<file path="config.mk">
export PLATFORM = sky130hd
export DESIGN_NAME = fetch_unit
export DESIGN_NICKNAME = d
export VERILOG_FILES = /design/src/rtl/fetch_unit.sv
export SDC_FILE = /design/constraint.sdc
export NUM_CORES = 1
export LEC_CHECK = 0
export ABC_AREA = 1
export CAP_MARGIN = 10
export CORE_ASPECT_RATIO = 2
export CORE_MARGIN = 2
export CORE_UTILIZATION = 29
export DETAILED_ROUTE_END_ITERATION = 12
export HOLD_SLACK_MARGIN = 0.12
export MAX_ROUTING_LAYER = met4
export SETUP_SLACK_MARGIN = 0.15
export SYNTH_ARGS = -nofsm -noshare
export SYNTH_HDL_FRONTEND = slang
export SYNTH_HIERARCHICAL = 1
export SYNTH_SLANG_ARGS = --single-unit
</file>
<file path="constraint.sdc">
create_clock -name clk -period 3.4 [get_ports clk]
set_input_delay 0.68 -clock clk [delete_from_list [all_inputs] [get_ports clk]]
set_output_delay 0.68 -clock clk [all_outputs]
set_load 0.005 [all_outputs]
</file>
<file path="src/rtl/fetch_unit.sv">
// fetch_unit: sequential instruction fetch feeding a decoder; optional FETCH_BYPASS_EN forwards a response straight to instr.
// Latency: issue N -> mem_data N+1 -> instr_valid N+2 (N+1 when FETCH_BYPASS_EN is defined and the FIFO is empty).
// Backpressure: instr_ready low stalls issue once FIFO entries + in-flight read reach 2; redirect flushes everything.

// fetch_fifo: small generic FIFO with synchronous flush.
// Latency: a push is visible at the head the cycle after it is written.
// Backpressure: none internally; the caller must never push when full or pop when empty.
module fetch_fifo #(
    parameter int WIDTH = 8,
    parameter int DEPTH = 2,
    localparam int AW = (DEPTH > 1) ? $clog2(DEPTH) : 1,
    localparam int CW = $clog2(DEPTH + 1)
) (
    input  logic             clk,
    input  logic             rst,
    input  logic             flush,
    input  logic             push_vld,
    input  logic [WIDTH-1:0] push_dat,
    input  logic             pop_vld,
    output logic [WIDTH-1:0] head_dat,
    output logic [CW-1:0]    count
);

    logic [WIDTH-1:0] mem_q [DEPTH];
    logic [WIDTH-1:0] mem_d [DEPTH];
    logic [AW-1:0]    wr_ptr_q, wr_ptr_d;
    logic [AW-1:0]    rd_ptr_q, rd_ptr_d;
    logic [CW-1:0]    cnt_q, cnt_d;

    function automatic logic [AW-1:0] ptr_inc(input logic [AW-1:0] p);
        return (p == AW'(DEPTH - 1)) ? '0 : p + AW'(1);
    endfunction

    always_comb begin
        mem_d    = mem_q;
        wr_ptr_d = wr_ptr_q;
        rd_ptr_d = rd_ptr_q;
        cnt_d    = cnt_q;
        if (flush) begin
            wr_ptr_d = '0;
            rd_ptr_d = '0;
            cnt_d    = '0;
        end else begin
            if (push_vld) begin
                mem_d[wr_ptr_q] = push_dat;
                wr_ptr_d        = ptr_inc(wr_ptr_q);
            end
            if (pop_vld) begin
                rd_ptr_d = ptr_inc(rd_ptr_q);
            end
            cnt_d = cnt_q + CW'(push_vld) - CW'(pop_vld);
        end
    end

    // Storage is cleared on reset so the head reads as zero until the first push.
    always_ff @(posedge clk or posedge rst) begin
        if (rst) begin
            mem_q    <= '{default: '0};
            wr_ptr_q <= '0;
            rd_ptr_q <= '0;
            cnt_q    <= '0;
        end else begin
            mem_q    <= mem_d;
            wr_ptr_q <= wr_ptr_d;
            rd_ptr_q <= rd_ptr_d;
            cnt_q    <= cnt_d;
        end
    end

    assign head_dat = mem_q[rd_ptr_q];
    assign count    = cnt_q;

endmodule

module fetch_unit #(
    parameter int                   addr_size = 8,
    parameter int                   data_size = 8,
    parameter logic [addr_size-1:0] RESET_PC  = '0
) (
    input  logic                 clk,
    input  logic                 rst,
    output logic                 rd_en,
    output logic [addr_size-1:0] rd_adress,
    input  logic [data_size-1:0] mem_data,
    output logic [data_size-1:0] instr,
    output logic [addr_size-1:0] instr_pc,
    output logic                 instr_valid,
    input  logic                 instr_ready,
    input  logic                 redirect,
    input  logic [addr_size-1:0] redirect_pc,
    input  logic                 halt
);

    typedef struct packed {
        logic [addr_size-1:0] pc;
        logic [data_size-1:0] instr;
    } fetch_ent_t;

    logic [addr_size-1:0] pc_q, pc_d;
    logic [addr_size-1:0] req_pc_q, req_pc_d;
    logic                 inflight_q, inflight_d;

    fetch_ent_t head_ent;
    fetch_ent_t push_ent;
    logic [1:0] fifo_cnt;
    logic       fifo_push;
    logic       fifo_pop;
    logic       resp_vld;
    logic       issue;
    logic [2:0] credits_used;

    // A response is only meaningful if no redirect has cancelled it this cycle.
    assign resp_vld = inflight_q & ~redirect;
    assign fifo_pop = (fifo_cnt != 2'd0) & instr_ready & ~redirect;

    // A slot freed by this cycle's pop counts as available, so a ready decoder
    // sustains one fetch per cycle while the in-flight response still has room.
    assign credits_used = 3'(fifo_cnt) - 3'(fifo_pop) + 3'(inflight_q);
    assign issue        = ~rst & ~redirect & ~halt & (credits_used < 3'd2);

    assign push_ent.pc    = req_pc_q;
    assign push_ent.instr = mem_data;

`ifdef FETCH_BYPASS_EN
    logic bypass_vld;
    assign bypass_vld = resp_vld & (fifo_cnt == 2'd0);
    assign fifo_push  = resp_vld & ~(bypass_vld & instr_ready);
`else
    assign fifo_push  = resp_vld;
`endif

    fetch_fifo #(
        .WIDTH ($bits(fetch_ent_t)),
        .DEPTH (2)
    ) u_fifo (
        .clk      (clk),
        .rst      (rst),
        .flush    (redirect),
        .push_vld (fifo_push),
        .push_dat (push_ent),
        .pop_vld  (fifo_pop),
        .head_dat (head_ent),
        .count    (fifo_cnt)
    );

    always_comb begin
        pc_d       = pc_q;
        req_pc_d   = req_pc_q;
        inflight_d = issue;
        if (redirect) begin
            pc_d = redirect_pc;
        end else if (issue) begin
            pc_d     = pc_q + addr_size'(1);
            req_pc_d = pc_q;
        end
    end

    always_ff @(posedge clk or posedge rst) begin
        if (rst) begin
            pc_q       <= RESET_PC;
            req_pc_q   <= RESET_PC;
            inflight_q <= 1'b0;
        end else begin
            pc_q       <= pc_d;
            req_pc_q   <= req_pc_d;
            inflight_q <= inflight_d;
        end
    end

    assign rd_en     = issue;
    assign rd_adress = pc_q;

    always_comb begin
        instr_valid = ~redirect & (fifo_cnt != 2'd0);
        instr       = head_ent.instr;
        instr_pc    = head_ent.pc;
`ifdef FETCH_BYPASS_EN
        if (bypass_vld) begin
            instr_valid = 1'b1;
            instr       = mem_data;
            instr_pc    = req_pc_q;
        end
`endif
    end

endmodule

</file>
==> impl_metrics.csv <==
group,metric,value,unit
status,status,"complete, no violations",
routing,dr.pass1.iters,6,
cells_and_area,finalNonFillerCells,449,
cells_and_area,finalNetCount,372,
worst_setup_path,crit_buf_inv,3,
cts,cts_tree,"done",
yosys,yosys.area.top_type,"dfrtp_1",
yosys,synth_edf_count,0,
sta,period_share,0.926,
global_routing,antenna_found_initial,0,
routing,drt-wirelength-per-cell,12.6,um
run,max_cap_violations,0,
worst_setup_path,crit_type,"in2out",
worst_setup_path,cpPeakStageDelay,0.50,ns
floorplan,io_pins,47,
worst_setup_path,crit_chain,"buf_6 > nor3b_4 > ha_1 > or2_4 > fa_1 > inv_1 > nor2_1 > nand2_1 > nor2_4 > buf_2",
worst_setup_path,reg2reg_from,"u_fifo/count[0]",
cts,htreeDepth,2,
floorplan,core-area,9380,um2
place,routabilityCongestion,0.821,
hold_path,hold_start,"u_fifo/mem_q[13]",
cts,ctsHoldBuffers,0,
cells_and_area,stdcell_area,3510,um2
power_and_ir_drop,p_leak,1.68,nW
sta,hold_violations,0,
worst_setup_path,startpoint,"redirect",
worst_setup_path,crit_fanout,2,
cts,ctsLongestPathBuffers,2,
sta,finalSetupViolCount,0,
yosys,synth_ff_type,"dfrtp_1",
worst_setup_path,arrival,2.47,ns
sta,skew,0.00237,ns
floorplan,start_util,0.299,
sta,slew_violations,0,
worst_setup_path,cp-start-kind,"input pin",
yosys,syn_area_per_cell,9.56,um2
sta,rsz0062_at_grt,"yes",
yosys,yosysSeqAreaShare,0.472,
yosys,ys_seq_elements,53,
place,post_dp_cell_area,3360,um2
cells_and_area,drive_gt1_frac,0.287,
cts,clk_pin_slew,0.06,ns
sta,fin_tns_setup,0,ns
yosys,postSynthCellCount,294,
power_and_ir_drop,ir_worst_vdd,239,uV
place,hpwl,4070,um
global_routing,grt_pass1_vias,2123,
routing,vias,2070,
cells_and_area,nFillCells,978,
cts,cts_made_buffers,5,
yosys,syn_area,2810,um2
sta,min_period,3.15,ns
yosys,syn-num-nets,320,
worst_setup_path,crit_family,"adder cells",
yosys,post-synth-top-count-cell,"nand2_1",
routing,postRouteAntennaNets,0,
routing,totalWireLength,5670,um
routing,first_iter_violations,117,
cts,worstSkewPairLatency,0.29,ns
global_routing,overflow,0,
sta,maxSlewHeadroom,0.561,
cells_and_area,syn2layout_area_growth,24.8,%
global_routing,grt_max_degree,35,
power_and_ir_drop,power_density,530,nW/um2
routing,viasPerCell,4.61,
yosys,yosys_warnings,6,
global_routing,grt_pass1_wl,9770,um
place,numPortBuffers,46,
routing,post-route-drc-count,0,
floorplan,die_height,143,um
yosys,yosys-top-cells-area,"dfrtp_1 47%, o21ai_2 10%, nand2_1 8.3%",
sta,worst-slew-pin-transition,0.658,ns
yosys,synthDistinctLibCells,25,
worst_setup_path,crit_required,2.72,ns
sta,max_freq,318,MHz
floorplan,num_rows,50,
hold_path,min_path_type,"reg2reg",
cells_and_area,fin_util,0.374,
place,dp.cells,441,
floorplan,fp.dieArea,10500,um2
cts,cts_root_buf,"clkbuf_16",
global_routing,track_usage,0.122,
cts,cts.sink_count,53,
worst_setup_path,critPathSlowestCell,"fa_1",
yosys,synth_common_cells,"62 x nand2_1, 53 x dfrtp_1, 36 x inv_1, 32 x o21ai_2",
worst_setup_path,worstSetupEndpointType,"output port",
yosys,synthArstFlopShare,1.00,
cells_and_area,antenna-diode-count,0,
yosys,synth_top_area_frac,0.472,
power_and_ir_drop,p_total,1.86,mW
floorplan,die_w,73.6,um
==> final timing paths <==
check | to | slack [ns] | depth (start not counted)
max | rd_en | 0.25 | 10
min in group asynchronous | u_fifo/count[1] | 0.64 | 2
min | u_fifo/mem_q[13] | 0.48 | 2
min reg2reg | u_fifo/mem_q[13] | 0.48 | 2
max reg2reg | rd_adress[1] | 0.90 | 12
max in group asynchronous | u_fifo/mem_q[0] | 2.13 | 3
==> routing by layer <==
layer	up-vias	global-route usage	routed length [um]
met3	13	0.0247	238
met4	0	0.0555	170
li1	1039	-	-
met1	967	0.127	2280
met5	-	-	0
met2	51	0.215	2980
==> power breakdown <==
group	leakage, nW	switching (mW)	internal [mW]
registers	0.695	0.0872	0.748
clock network	0.0655	0.207	0.263
logic	0.921	0.228	0.326
total	1.68	0.522	1.34
==> final cells by class <==
cell class / count / area [um2] / share of cell area
repair buffers: 56 / 527 / 0.150
clock buffers: 5 / 125 / 0.0357
clock inverters: 1 / 5.00 / 0.00143
inverters: 40 / 150 / 0.0428
multi-input cells: 190 / 1240 / 0.355
flip-flops and latches: 53 / 1330 / 0.378
well taps: 104 / 130 / 0.0371
==> cell families (layout without fill, tap and decap cells) <==
family                     Yosys count  after routing  synth area share
and+or+nand+nor                    121            121             0.206
buffers and inverters               51            102            0.0926
AOI/OAI and AO/OA                   48             48             0.130
muxes                               16             16            0.0748
adders and majority gates            5              5            0.0249
DFF                                 53             53             0.472
==> stage by stage <==
step,setup slack [ns],hold slack (ns)
after floorplan,0.179,0.449
after global placement,-0.575,0.459
after detailed placement,-0.591,0.468
after CTS,0.169,0.482
after global routing,0.138,0.507
final,0.251,0.482
==> state kept, by name, indices dropped and copies added (netlist names) <==
register	flops
req_pc_q	8
u_fifo/rd_ptr_q	1
u_fifo/mem_q	32
u_fifo/count	2
rd_adress	8
inflight_q	1
u_fifo/wr_ptr_q	1
==> worst register-to-register path, delay by kind of cell (launching register included) <==
kind                       cells  cell delay (ns)
adders and majority gates      2             0.77
and+or+nand+nor                9             1.18
DFF                            1             0.40
buffers and inverters          1             0.04
==> timing repair <==
| action | 4_1_cts | 5_1_grt |
|---|---|---|
| pin swaps | 6 | 7 |
| hold endpoints to repair | 0 | 0 |
| setup buffers | 2 | 0 |
| gates resized for setup | 14 | 2 |
| endpoints found under the setup margin | 1 | 1 |
==> cells in the final DEF, fill, tap and decap left out, drive strengths merged <==
cell type / synthesis / final
a21boi: 2 / 2
a21oi: 2 / 2
buf: 10 / 13
clkbuf: 1 / 5
clkdlybuf4s50: 0 / 43
clkinv: 0 / 1
dfrtp: 53 / 53
fa: 1 / 1
ha: 4 / 4
inv: 40 / 40
mux2: 16 / 16
nand2: 83 / 83
nand3: 21 / 21
nand3b: 1 / 1
nor2: 14 / 14
nor3b: 1 / 1
o21ai: 44 / 44
or2: 1 / 1
Power figures use the tool's default switching activity.
